$ cat config.mk
export PLATFORM = sky130hd
export DESIGN_NAME = load_store_unit_flat
export DESIGN_NICKNAME = d
export VERILOG_FILES = /design/src/rtl/load_store_unit_if.sv /design/src/rtl/load_store_unit.sv /design/src/flat_wrapper.sv
export SDC_FILE = /design/constraint.sdc
export NUM_CORES = 1
export LEC_CHECK = 0
export BUFFER_PORTS_ARGS = -buffer_cell sky130_fd_sc_hd__buf_2
export CAP_MARGIN = 10
export CORE_ASPECT_RATIO = 0.6
export CORE_UTILIZATION = 45
export DETAILED_ROUTE_END_ITERATION = 10
export PLACE_DENSITY = 0.73
export SYNTH_ARGS = -nofsm -noshare
export SYNTH_HDL_FRONTEND = slang
export SYNTH_SLANG_ARGS = --single-unit
$ cat constraint.sdc
create_clock -name clk -period 3.24 [get_ports clk]
set_input_delay 0.648 -clock clk [delete_from_list [all_inputs] [get_ports clk]]
set_output_delay 0.648 -clock clk [all_outputs]
set_load 0.05 [all_outputs]
$ cat src/rtl/load_store_unit_if.sv
// Data-memory bus between the load/store unit (master) and the memory (slave):
// a request phase closed by gnt and a read-data phase closed by rvalid.
interface load_store_unit_if #(
    parameter int ADDR_WIDTH = 32
);
    logic                  bus_req;
    logic                  bus_we;
    logic [ADDR_WIDTH-1:0] bus_addr;
    logic [31:0]           bus_wdata;
    logic [3:0]            bus_be;
    logic                  bus_gnt;
    logic                  bus_rvalid;
    logic [31:0]           bus_rdata;

    modport master (
        output bus_req, bus_we, bus_addr, bus_wdata, bus_be,
        input  bus_gnt, bus_rvalid, bus_rdata
    );

    modport slave (
        input  bus_req, bus_we, bus_addr, bus_wdata, bus_be,
        output bus_gnt, bus_rvalid, bus_rdata
    );
endinterface

$ cat src/rtl/load_store_unit.sv
// Load/store unit: one outstanding req/gnt/rvalid transaction at a time, with
// store lane steering and sign/zero extension of load data.
module load_store_unit #(
    parameter int ADDR_WIDTH = 32,
    parameter int DATA_WIDTH = 32
) (
    input  logic                  clk,
    input  logic                  rst,
    input  logic                  start,
    input  logic [1:0]            mem_op,
    input  logic [2:0]            funct3,
    input  logic [ADDR_WIDTH-1:0] addr,
    input  logic [DATA_WIDTH-1:0] store_data,
    output logic [DATA_WIDTH-1:0] Mem_ReadData,
    output logic                  lsu_busy,
    output logic                  lsu_done,
    output logic                  lsu_err,
    load_store_unit_if.master     bus
);
    typedef enum logic [2:0] {IDLE, REQ, RWAIT, DONE, ERR} state_t;

    state_t      state_q;
    logic        is_load_q;
    logic [1:0]  off_q;
    logic [2:0]  f3_q;

    logic        is_ld, is_st, illegal, misal;
    logic [3:0]  be_d;
    logic [31:0] wdata_d;
    logic [7:0]  rbyte;
    logic [15:0] rhalf;
    logic [31:0] rdata_d;

    always_comb begin
        is_ld   = (mem_op == 2'b01);
        is_st   = (mem_op == 2'b10);
        illegal = is_ld ? (funct3 == 3'b011 || funct3[2:1] == 2'b11)
                        : (funct3[2] || funct3[1:0] == 2'b11);
        // Width comes from funct3[1:0] for both signed and unsigned loads
        misal   = (funct3[1:0] == 2'b01 && addr[0]) ||
                  (funct3[1:0] == 2'b10 && addr[1:0] != 2'b00);
        be_d    = 4'b1111;
        wdata_d = '0;
        if (is_st) begin
            case (funct3[1:0])
                2'b00: begin
                    be_d    = 4'b0001 << addr[1:0];
                    wdata_d = {4{store_data[7:0]}};
                end
                2'b01: begin
                    be_d    = addr[1] ? 4'b1100 : 4'b0011;
                    wdata_d = {2{store_data[15:0]}};
                end
                default: begin
                    be_d    = 4'b1111;
                    wdata_d = store_data;
                end
            endcase
        end
    end

    always_comb begin
        rbyte = 8'(bus.bus_rdata >> {off_q, 3'b000});
        rhalf = off_q[1] ? bus.bus_rdata[31:16] : bus.bus_rdata[15:0];
        case (f3_q)
            3'b000:  rdata_d = {{24{rbyte[7]}}, rbyte};
            3'b100:  rdata_d = {24'b0, rbyte};
            3'b001:  rdata_d = {{16{rhalf[15]}}, rhalf};
            3'b101:  rdata_d = {16'b0, rhalf};
            default: rdata_d = bus.bus_rdata;
        endcase
    end

    always_ff @(posedge clk) begin
        if (rst) begin
            state_q       <= IDLE;
            is_load_q     <= 1'b0;
            off_q         <= '0;
            f3_q          <= '0;
            Mem_ReadData  <= '0;
            lsu_busy      <= 1'b0;
            lsu_done      <= 1'b0;
            lsu_err       <= 1'b0;
            bus.bus_req   <= 1'b0;
            bus.bus_we    <= 1'b0;
            bus.bus_addr  <= '0;
            bus.bus_wdata <= '0;
            bus.bus_be    <= '0;
        end else begin
            lsu_done <= 1'b0;
            lsu_err  <= 1'b0;
            case (state_q)
                IDLE: begin
                    if (start && (is_ld || is_st)) begin
                        is_load_q     <= is_ld;
                        off_q         <= addr[1:0];
                        f3_q          <= funct3;
                        bus.bus_addr  <= {addr[ADDR_WIDTH-1:2], 2'b00};
                        bus.bus_we    <= is_st;
                        bus.bus_be    <= be_d;
                        bus.bus_wdata <= wdata_d;
                        if (illegal || misal) begin
                            state_q  <= ERR;
                            lsu_done <= 1'b1;
                            lsu_err  <= 1'b1;
                        end else begin
                            state_q     <= REQ;
                            bus.bus_req <= 1'b1;
                            lsu_busy    <= 1'b1;
                        end
                    end
                end
                REQ: begin
                    if (bus.bus_gnt) begin
                        bus.bus_req <= 1'b0;
                        if (!is_load_q || bus.bus_rvalid) begin
                            if (is_load_q) Mem_ReadData <= rdata_d;
                            state_q  <= DONE;
                            lsu_done <= 1'b1;
                            lsu_busy <= 1'b0;
                        end else begin
                            state_q <= RWAIT;
                        end
                    end
                end
                RWAIT: begin
                    if (bus.bus_rvalid) begin
                        Mem_ReadData <= rdata_d;
                        state_q      <= DONE;
                        lsu_done     <= 1'b1;
                        lsu_busy     <= 1'b0;
                    end
                end
                DONE:    state_q <= IDLE;
                ERR:     state_q <= IDLE;
                default: state_q <= IDLE;
            endcase
        end
    end
endmodule
$ cat src/flat_wrapper.sv
// flat-port wrapper written by rule: the top's interface ports become plain ports
module load_store_unit_flat 
#(
    parameter int ADDR_WIDTH = 32,
    parameter int DATA_WIDTH = 32
)
  (clk, rst, start, mem_op, funct3, addr, store_data, Mem_ReadData, lsu_busy, lsu_done, lsu_err, bus_bus_req, bus_bus_we, bus_bus_addr, bus_bus_wdata, bus_bus_be, bus_bus_gnt, bus_bus_rvalid, bus_bus_rdata);
  load_store_unit_if #(.ADDR_WIDTH(ADDR_WIDTH)) bus_i ();
  input  logic clk;
  input  logic rst;
  input  logic start;
  input  logic [1:0] mem_op;
  input  logic [2:0] funct3;
  input  logic [ADDR_WIDTH-1:0] addr;
  input  logic [DATA_WIDTH-1:0] store_data;
  output logic [DATA_WIDTH-1:0] Mem_ReadData;
  output logic lsu_busy;
  output logic lsu_done;
  output logic lsu_err;
  output wire logic [$bits(bus_i.bus_req)-1:0] bus_bus_req;
  output wire logic [$bits(bus_i.bus_we)-1:0] bus_bus_we;
  output wire logic [$bits(bus_i.bus_addr)-1:0] bus_bus_addr;
  output wire logic [$bits(bus_i.bus_wdata)-1:0] bus_bus_wdata;
  output wire logic [$bits(bus_i.bus_be)-1:0] bus_bus_be;
  input wire logic [$bits(bus_i.bus_gnt)-1:0] bus_bus_gnt;
  input wire logic [$bits(bus_i.bus_rvalid)-1:0] bus_bus_rvalid;
  input wire logic [$bits(bus_i.bus_rdata)-1:0] bus_bus_rdata;
  assign bus_bus_req = bus_i.bus_req;
  assign bus_bus_we = bus_i.bus_we;
  assign bus_bus_addr = bus_i.bus_addr;
  assign bus_bus_wdata = bus_i.bus_wdata;
  assign bus_bus_be = bus_i.bus_be;
  assign bus_i.bus_gnt = bus_bus_gnt;
  assign bus_i.bus_rvalid = bus_bus_rvalid;
  assign bus_i.bus_rdata = bus_bus_rdata;
  load_store_unit #(.ADDR_WIDTH(ADDR_WIDTH), .DATA_WIDTH(DATA_WIDTH)) u_core (.clk(clk), .rst(rst), .start(start), .mem_op(mem_op), .funct3(funct3), .addr(addr), .store_data(store_data), .Mem_ReadData(Mem_ReadData), .lsu_busy(lsu_busy), .lsu_done(lsu_done), .lsu_err(lsu_err), .bus(bus_i));
endmodule
==> results.sh, run 1 <==
export IMPL_postRouteAntennaNets=0
export IMPL_grt_pass1_vias=4707
export IMPL_final_setup_skew_ps=10.08
export IMPL_nets=914
export IMPL_syn_area_mm2=0.005196
export IMPL_cap_violations=0
export IMPL_htreeDepth=3
export IMPL_hold_path_class="flip-flop to flip-flop"
export IMPL_grt_setup_unrepaired="false"
export IMPL_timing_worst_setup_path_type="input pin to flip-flop"
export IMPL_final_cells=950
export IMPL_synth_distinct_cells=56
export IMPL_dieArea_mm2=0.01199
export IMPL_final_cell_mix="208 x buf_2, 131 x nand2_1, 112 x dfxtp_1"
export IMPL_post_cts_resized=0
export IMPL_holdPathStages=2
export IMPL_yosysSeqAreaShare_pct=43.15
export IMPL_ir_worst_vdd_mv=0.3069
export IMPL_ctsRootBufferMaster="clkbuf_16"
export IMPL_seq_area_mm2=0.002242
export IMPL_yosysTopAreaCellShare_pct=43.15
export IMPL_synth_edf_count=0
export IMPL_max_freq_ghz=0.4490
export IMPL_start_kind="input pin"
export IMPL_fin_crit_ps=2227
export IMPL_initial_utilization_pct=47.74
export IMPL_worst_slew_pin_slew_ps=752.4
export IMPL_portBuffers=208
export IMPL_yosysTopAreaCell="dfxtp_1"
export IMPL_final_max_slew_violation_count=0
export IMPL_hold_viol=0
export IMPL_cts_made_buffers=9
export IMPL_die_w_um=140.7
export IMPL_p_total_w=0.003207
export IMPL_cp_required_ps=3450
export IMPL_grt_use_total_pct=25.18
export IMPL_setup_viol=0
export IMPL_finalInstanceArea_mm2=0.006525
export IMPL_cp_slowest_stage_delay_ps=660
export IMPL_setup_tns_ps=0
export IMPL_synthArstFlopShare_pct=0
export IMPL_rows=29
export IMPL_critPathArrivalTime_ps=2430
export IMPL_postCtsSetupBuffers=0
export IMPL_path_buf_inv=3
export IMPL_gp_congestion=0.9232
export IMPL_relSlewSlack_pct=49.74
export IMPL_synthTopCellsByArea="dfxtp_1 43%, nand2_1 9.5%, a21oi_1 8.3%"
export IMPL_dieHeight_um=85.24
export IMPL_slowest_stage="or4_4"
export IMPL_worstSetupPathDepth=8
export IMPL_via_per_inst=5.540
export IMPL_numPlacedInstances=934
export IMPL_vias=5263
export IMPL_syn_inst=632
export IMPL_grt_pass1_wl_um=24050
export IMPL_core_mm2=0.01089
export IMPL_cp_cell_sequence="buf_2 > inv_1 > ha_1 > nand2b_1 > or4_4 > buf_4 > nand2_1 > a21oi_1"
export IMPL_area_delta_synth_final_pct=25.57
export IMPL_drtIter0Drc=363
export IMPL_clock_sinks=112
export IMPL_clk_pin_slew_worst_paths_ps=80
export IMPL_drt_wl_total_um=15240
export IMPL_antenna_cells=0
export IMPL_clk_path_buf_depth=2
export IMPL_synth_area_per_cell_um2=8.222
export IMPL_critPathTopFamily="simple AND/OR/NAND/NOR gates"
export IMPL_synth_ff_type="dfxtp_1"
export IMPL_p_leak_nw=2.850
export IMPL_p_per_area_mw_per_mm2=491.4
export IMPL_place_detailed_hpwl_um=11000
export IMPL_synth_seq_cells=112
export IMPL_worstPathMaxFanout=36
export IMPL_cp_end_kind="flip-flop"
export IMPL_final_common_cell="buf_2"
export IMPL_yosys_warnings=0
export IMPL_grt_max_degree=78
export IMPL_status="completed"
export IMPL_placed_area_mm2=0.006243
export IMPL_drc=0
export IMPL_dr_pass1_iters=5
export IMPL_cts_tree="built"
export IMPL_ctsHoldBuffers=0
export IMPL_layout_drive_gt1_share_pct=33.66
export IMPL_fillCellCount=1019
export IMPL_pin_count=211
export IMPL_multi_input_area_mm2=0.002661
export IMPL_clk_latency_ps=350
export IMPL_worst_r2r_path_depth=5
export IMPL_wire_per_inst_um=16.04
export IMPL_min_period_over_period_pct=68.74
export IMPL_globalRouteOverflowTotal=0
export IMPL_antenna_found_initial=0
## where the power goes
part / total (W) / internal, W / switching, W / leakage [nW]
clock network: 0.00106 / 0.000550 / 0.000508 / 0.137
logic: 0.000665 / 0.000204 / 0.000461 / 1.81
registers: 0.00148 / 0.00144 / 0.0000482 / 0.908
total: 0.00321 / 0.00219 / 0.00102 / 2.85
## per-layer routing
layer  vias to the layer above  routed length [um]  global-route usage (%)
li1                       2560                   -                       -
met1                      2451                7289                   37.25
met2                       233                6543                   36.32
met3                        19                1238                   6.151
met4                         0                 165                   6.522
met5                         -                   0                       0
## registers in the layout (all words and copies together), names as in the netlist, 2 cells and up
signal                flops
u_core.Mem_ReadData      32
u_core.bus.bus_addr      30
u_core.bus.bus_be         4
u_core.bus.bus_wdata     32
u_core.f3_q               3
u_core.off_q              2
u_core.state_q            3
## cells by family after synthesis
group / count (synthesis) / synth area share (%)
AO/OA/AOI/OAI: 189 / 23.09
buffers and inverters: 66 / 5.706
other: 1 / 0.07217
multiplexers: 30 / 6.285
flip-flops: 112 / 43.15
AND/OR/NAND/NOR: 232 / 21.21
adder cells (fa/ha/maj): 2 / 0.4815
## tightest hold or removal path, cell delays in order (launching register included)
cell,delay (ps)
dfxtp_1,310
nand2_1,50
a21oi_1,50
## area by class of cell
type	instances	share of cell area, %
Multi-Input combinational cell	455	40.79
Sequential cell	112	34.36
Timing Repair Buffer	218	17.30
Clock buffer	11	3.720
Tap cell	139	2.665
Clock inverter	5	0.5944
Inverter	10	0.5753
## synth_stat cells (all sizes together) (2+ instances only)
cell and count:
a211o 3, a211oi 6, a21o 6, a21oi 97, a221o 7, a22o 2
a311oi 3, a31oi 6, and2b 2, and3 2, buf 22, clkbuf 34
dfxtp 112, ha 2, inv 9, mux2 11, mux2i 18, nand2 131
nand2b 12, nand3 21, nor2 32, nor2b 6, nor3 4, nor4 2
nor4bb 7, o2111ai 10, o21a 2, o21ai 30, o221a 3, o221ai 2
o22ai 5, or3b 8
## path summary, 6_finish.rpt
kind                                               start                       end  slack [ps]
worst max register to register         u_core.state_q[0]    u_core.Mem_ReadData[8]        1260
worst min register to register  u_core.bus.bus_wdata[18]  u_core.bus.bus_wdata[18]         450
worst max-delay path                           mem_op[0]   u_core.bus.bus_addr[18]        1010
worst min-delay path            u_core.bus.bus_wdata[18]  u_core.bus.bus_wdata[18]         450
## metrics by stage
step	setup slack, ps	hold slack [ps]	util [%]
after floorplan	1062	445.2	-
after global placement	715.2	438.6	57.36
after detailed placement	662.9	445.1	57.36
after CTS	1039	457.2	59.94
after global routing	914.9	471.9	59.94
final	1013	454.1	59.94
Note: power is estimated with default switching activity, not from simulation.
==> inputs of run 2 (changes only) <==
--- a/config.mk
+++ b/config.mk
@@ -8,9 +8,9 @@
 export BUFFER_PORTS_ARGS = -buffer_cell sky130_fd_sc_hd__buf_2
 export CAP_MARGIN = 10
 export CORE_ASPECT_RATIO = 0.6
-export CORE_UTILIZATION = 45
+export CORE_UTILIZATION = 44
 export DETAILED_ROUTE_END_ITERATION = 10
-export PLACE_DENSITY = 0.73
+export PLACE_DENSITY = 0.75
 export SYNTH_ARGS = -nofsm -noshare
 export SYNTH_HDL_FRONTEND = slang
 export SYNTH_SLANG_ARGS = --single-unit
==> constraint.sdc (replaced) <==
create_clock -name clk -period 1.87 [get_ports clk]
set_input_delay 0.374 -clock clk [delete_from_list [all_inputs] [get_ports clk]]
set_output_delay 0.374 -clock clk [all_outputs]
set_load 0.05 [all_outputs]
==> results.sh, run 2 (synthesis gave the netlist of run 1 again) <==
export IMPL_status="completed"
export IMPL_final_common_cell="buf_2"
export IMPL_grt_pass1_wl_um=25000
export IMPL_r2r_end="u_core.Mem_ReadData[19]"
export IMPL_htreeDepth=3
export IMPL_top_layer="met4"
export IMPL_setup_tns_ps=0
export IMPL_portBuffers=208
export IMPL_clk_latency_ps=350
export IMPL_worst_r2r_path_depth=5
export IMPL_fin_crit_ps=1753
export IMPL_grt_use_total_pct=25.91
export IMPL_placed_area_mm2=0.006407
export IMPL_start_kind="flip-flop"
export IMPL_dr_wl_met2_um=7089
export IMPL_dieHeight_um=86.18
export IMPL_hp_start="addr[31]"
export IMPL_timing_rr_start="u_core.off_q[1]"
export IMPL_drt_wl_total_um=15810
export IMPL_timing_worst_setup_path_type="flip-flop to flip-flop"
export IMPL_ctsHoldBuffers=0
export IMPL_clk_pin_slew_worst_paths_ps=80
export IMPL_rows=30
export IMPL_relSlewSlack_pct=52.14
export IMPL_cp_cell_sequence="buf_4 > mux2_2 > mux2i_1 > o31a_4 > a21oi_1"
export IMPL_p_leak_nw=2.956
export IMPL_cts_made_buffers=9
export IMPL_top_regs="u_core.Mem_ReadData (32), u_core.bus.bus_wdata (32), u_core.bus.bus_addr (30)"
export IMPL_postCtsSetupBuffers=0
export IMPL_ir_worst_vdd_mv=0.5999
export IMPL_die_w_um=142.3
export IMPL_routedLengthMet1_um=7152
export IMPL_holdPathStages=3
export IMPL_initial_utilization_pct=45.54
export IMPL_hold_path_class="input pin to flip-flop"
export IMPL_critPathArrivalTime_ps=1970
export IMPL_dr_pass1_iters=5
export IMPL_drc=0
export IMPL_layout_drive_gt1_share_pct=34.91
export IMPL_cap_violations=0
export IMPL_setup_viol=0
export IMPL_p_per_area_mw_per_mm2=882.3
export IMPL_final_setup_skew_ps=8.101
export IMPL_final_max_slew_violation_count=0
export IMPL_drtIter0Drc=362
export IMPL_clock_sinks=112
export IMPL_antenna_cells=0
export IMPL_pin_count=211
export IMPL_setup_ws_ps=116.8
export IMPL_antenna_found_initial=0
export IMPL_place_detailed_hpwl_um=11730
export IMPL_grt_setup_unrepaired="false"
export IMPL_ctsRootBufferMaster="clkbuf_16"
export IMPL_worst_slew_pin_slew_ps=717.9
export IMPL_globalRouteOverflowTotal=0
export IMPL_cp_required_ps=2090
export IMPL_area_delta_synth_final_pct=29.86
export IMPL_grt_pass1_vias=5003
export IMPL_postRouteAntennaNets=0
export IMPL_slowest_stage="mux2_2"
export IMPL_holdWs_ps=259.5
export IMPL_place_ws_ps=-129.4
export IMPL_wl_met3_um=1353
export IMPL_vias=5347
export IMPL_hold_viol=0
export IMPL_path_buf_inv=1
export IMPL_critPathTopFamily="multiplexers"
export IMPL_gp_congestion=0.9139
export IMPL_via_per_inst=5.428
export IMPL_cts_tree="built"
export IMPL_cp_end_kind="flip-flop"
export IMPL_cp_slowest_stage_delay_ps=390
export IMPL_dieArea_mm2=0.01226
export IMPL_nets=928
export IMPL_min_period_over_period_pct=93.76
export IMPL_core_mm2=0.01141
export IMPL_wire_per_inst_um=16.05
export IMPL_max_freq_ghz=0.5704
export IMPL_finalInstanceArea_mm2=0.006748
export IMPL_worstPathMaxFanout=23
export IMPL_clk_path_buf_depth=2
export IMPL_grt_max_degree=70
export IMPL_final_cell_mix="208 x buf_2, 131 x nand2_1, 112 x dfxtp_1"
export IMPL_reg2reg_slack_ps=120
export IMPL_hold_end="u_core.bus.bus_addr[31]"
## run 2: cell type report
cell class / instances / area [um2]
Clock buffer: 11 / 232.7
Clock inverter: 5 / 105.1
Fill cell: 1072 / 4663
Inverter: 10 / 37.54
Multi-Input combinational cell: 455 / 2671
Sequential cell: 112 / 2242
Tap cell: 160 / 200.2
Timing Repair Buffer: 232 / 1259
## run 2: worst max path at each step
| stage | endpoint | from | cells after the start |
|---|---|---|---|
| floorplan | u_core.lsu_busy | mem_op[0] | 7 |
| global placement | u_core.bus.bus_be[0] | mem_op[0] | 8 |
| detailed placement | u_core.lsu_busy | mem_op[0] | 7 |
| CTS | u_core.Mem_ReadData[11] | u_core.off_q[1] | 5 |
| global route | u_core.Mem_ReadData[19] | u_core.off_q[1] | 5 |
| finish | u_core.Mem_ReadData[19] | u_core.off_q[1] | 5 |
## run 2: report_power, final
part	internal (W)	switching (W)
registers	0.00249	0.0000598
logic	0.000390	0.000840
clock network	0.00131	0.000864
## run 2: worst register-to-register path, cell delays in order, from the launching register on
cell	delay, ps
dfxtp_1	360
buf_4	270
mux2_2	390
mux2i_1	190
o31a_4	310
a21oi_1	120
## run 2: through the flow
step / utilization [%] / total power, W / cells
floorplan: - / 0.003430 / 633
global placement: 56.15 / 0.003787 / 969
detailed placement: 56.15 / 0.003818 / 969
CTS: 59.11 / 0.006003 / 985
global route: 59.13 / 0.006200 / 985
finish: 59.13 / 0.005953 / 985
## run 2: metal layers
layer | vias up | track usage (%)
met2 | 234 | 39.13
met4 | 0 | 7.722
met3 | 22 | 7.624
met5 | - | 0
li1 | 2589 | -
met1 | 2502 | 35.77
## run 2: what timing repair did
action | 4_1_cts | 5_1_grt
resized for setup | 0 | 1
endpoints found under the setup margin | 0 | 8
endpoints found under the hold margin | 0 | 0
==> inputs of run 3 (changes only) <==
--- a/config.mk
+++ b/config.mk
@@ -10,7 +10,7 @@
 export CORE_ASPECT_RATIO = 0.6
 export CORE_UTILIZATION = 44
 export DETAILED_ROUTE_END_ITERATION = 10
-export PLACE_DENSITY = 0.75
+export PLACE_DENSITY = 0.79
 export SYNTH_ARGS = -nofsm -noshare
 export SYNTH_HDL_FRONTEND = slang
 export SYNTH_SLANG_ARGS = --single-unit
==> constraint.sdc (replaced) <==
create_clock -name clk -period 1.87 [get_ports clk]
set_input_delay 0.2805 -clock clk [delete_from_list [all_inputs] [get_ports clk]]
set_output_delay 0.2805 -clock clk [all_outputs]
set_load 0.05 [all_outputs]
==> results.sh, run 3 (synthesis gave the netlist of run 1 again) <==
export IMPL_gp_congestion=0.8855
export IMPL_placed_area_mm2=0.006425
export IMPL_max_freq_ghz=0.5757
export IMPL_drc=0
export IMPL_dr_wl_met2_um=6179
export IMPL_grt_max_degree=88
export IMPL_final_cell_mix="208 x buf_2, 131 x nand2_1, 112 x dfxtp_1"
export IMPL_p_leak_nw=2.936
export IMPL_clk_latency_ps=350
export IMPL_area_delta_synth_final_pct=29.21
export IMPL_top_layer="met4"
export IMPL_grt_pass1_vias=4700
export IMPL_vias=5193
export IMPL_holdWs_ps=163.3
export IMPL_ir_worst_vdd_mv=0.4449
export IMPL_dieHeight_um=86.18
export IMPL_place_detailed_hpwl_um=11060
export IMPL_initial_utilization_pct=45.54
export IMPL_cts_made_buffers=9
export IMPL_cp_required_ps=2110
export IMPL_critPathArrivalTime_ps=1970
export IMPL_dieArea_mm2=0.01226
export IMPL_worst_slew_pin_slew_ps=492.5
export IMPL_drt_wl_total_um=14900
export IMPL_globalRouteOverflowTotal=0
export IMPL_cts_tree="built"
export IMPL_fin_util_pct=58.84
export IMPL_wl_met3_um=1215
export IMPL_top_regs="u_core.Mem_ReadData (32), u_core.bus.bus_wdata (32), u_core.bus.bus_addr (30)"
export IMPL_cp_end_kind="flip-flop"
export IMPL_final_max_slew_violation_count=0
export IMPL_fin_crit_ps=1737
export IMPL_finalInstanceArea_mm2=0.006714
export IMPL_core_mm2=0.01141
export IMPL_hold_path_class="input pin to flip-flop"
export IMPL_grt_pass1_wl_um=23890
export IMPL_drtIter0Drc=336
export IMPL_p_per_area_mw_per_mm2=839.4
export IMPL_via_per_inst=5.272
export IMPL_clk_path_buf_depth=2
export IMPL_routedLengthMet1_um=7397
export IMPL_dr_pass1_iters=5
export IMPL_worstPathMaxFanout=9
export IMPL_clk_pin_slew_worst_paths_ps=80
export IMPL_start_kind="flip-flop"
export IMPL_relSlewSlack_pct=66.72
export IMPL_clock_sinks=112
export IMPL_final_setup_skew_ps=7.655
export IMPL_postRouteAntennaNets=0
export IMPL_hold_viol=0
export IMPL_wire_per_inst_um=15.13
export IMPL_final_common_cell="buf_2"
export IMPL_die_w_um=142.3
export IMPL_setup_ws_ps=133.0
export IMPL_rows=30
export IMPL_ctsRootBufferMaster="clkbuf_16"
export IMPL_timing_worst_setup_path_type="flip-flop to flip-flop"
export IMPL_layout_drive_gt1_share_pct=35.03
export IMPL_status="completed"
export IMPL_setup_tns_ps=0
export IMPL_grt_use_total_pct=24.56
export IMPL_cap_violations=0
export IMPL_ctsHoldBuffers=0
export IMPL_pin_count=211
export IMPL_setup_viol=0
export IMPL_portBuffers=208
export IMPL_min_period_over_period_pct=92.89
export IMPL_place_ws_ps=-80.86
export IMPL_grt_setup_unrepaired="false"
export IMPL_nets=928
export IMPL_htreeDepth=3
export IMPL_antenna_cells=0
export IMPL_antenna_found_initial=0
==> run 3: cell types whose count changed in the layout (fill, tap and decap cells not counted), moves of 2 or more <==
cell	change
bufinv_16	-3
clkbuf_1	-2
buf_12	+2
inv_6	+4
buf_4	-2
==> run 3: final cells by class <==
type / count / area (um2)
clock inverter: 7 / 61.31
sequential: 112 / 2242
multi-input combinational: 455 / 2664
clock buffer: 9 / 225.2
fill: 1069 / 4697
inverter: 10 / 37.54
timing repair buffer: 232 / 1284
tap: 160 / 200.2
==> run 3: repair_timing <==
item / CTS / global route
setup buffers: 0 / 0
resized for setup: 0 / 1
endpoints found under the setup margin: 0 / 6
==> run 3: final timing paths <==
kind | depth (start not counted) | from | slack [ps] | end
worst max register to register | 4 | u_core.off_q[0] | 130 | u_core.Mem_ReadData[14]
worst min-delay path | 3 | addr[19] | 160 | u_core.bus.bus_addr[19]
worst max-delay path | 4 | u_core.off_q[0] | 130 | u_core.Mem_ReadData[14]
worst min register to register | 2 | u_core.bus.bus_wdata[28] | 450 | u_core.bus.bus_wdata[28]
==> run 3: critical path, stage by stage (launching register included) <==
cell,delay (ps)
dfxtp_1,550
mux4_2,390
a21oi_2,220
nor3_2,120
a221o_1,350
==> run 3: report_power, final <==
group / internal, W / switching, W
clock: 0.000934 / 0.000925
combinational: 0.000400 / 0.000822
sequential: 0.00249 / 0.0000672
==> run 3: per-layer routing <==
layer	vias up	track usage [%]
li1	2598	-
met1	2382	36.14
met2	202	35.29
met3	11	7.072
met4	0	5.083
met5	-	0
==> run 3: through the flow <==
stage          total power [W]  cells
5_1_grt               0.005889    985
3_3_place_gp          0.003811    969
3_5_place_dp          0.003822    969
2_1_floorplan         0.003428    633
6_report              0.005636    985
4_1_cts               0.005683    985
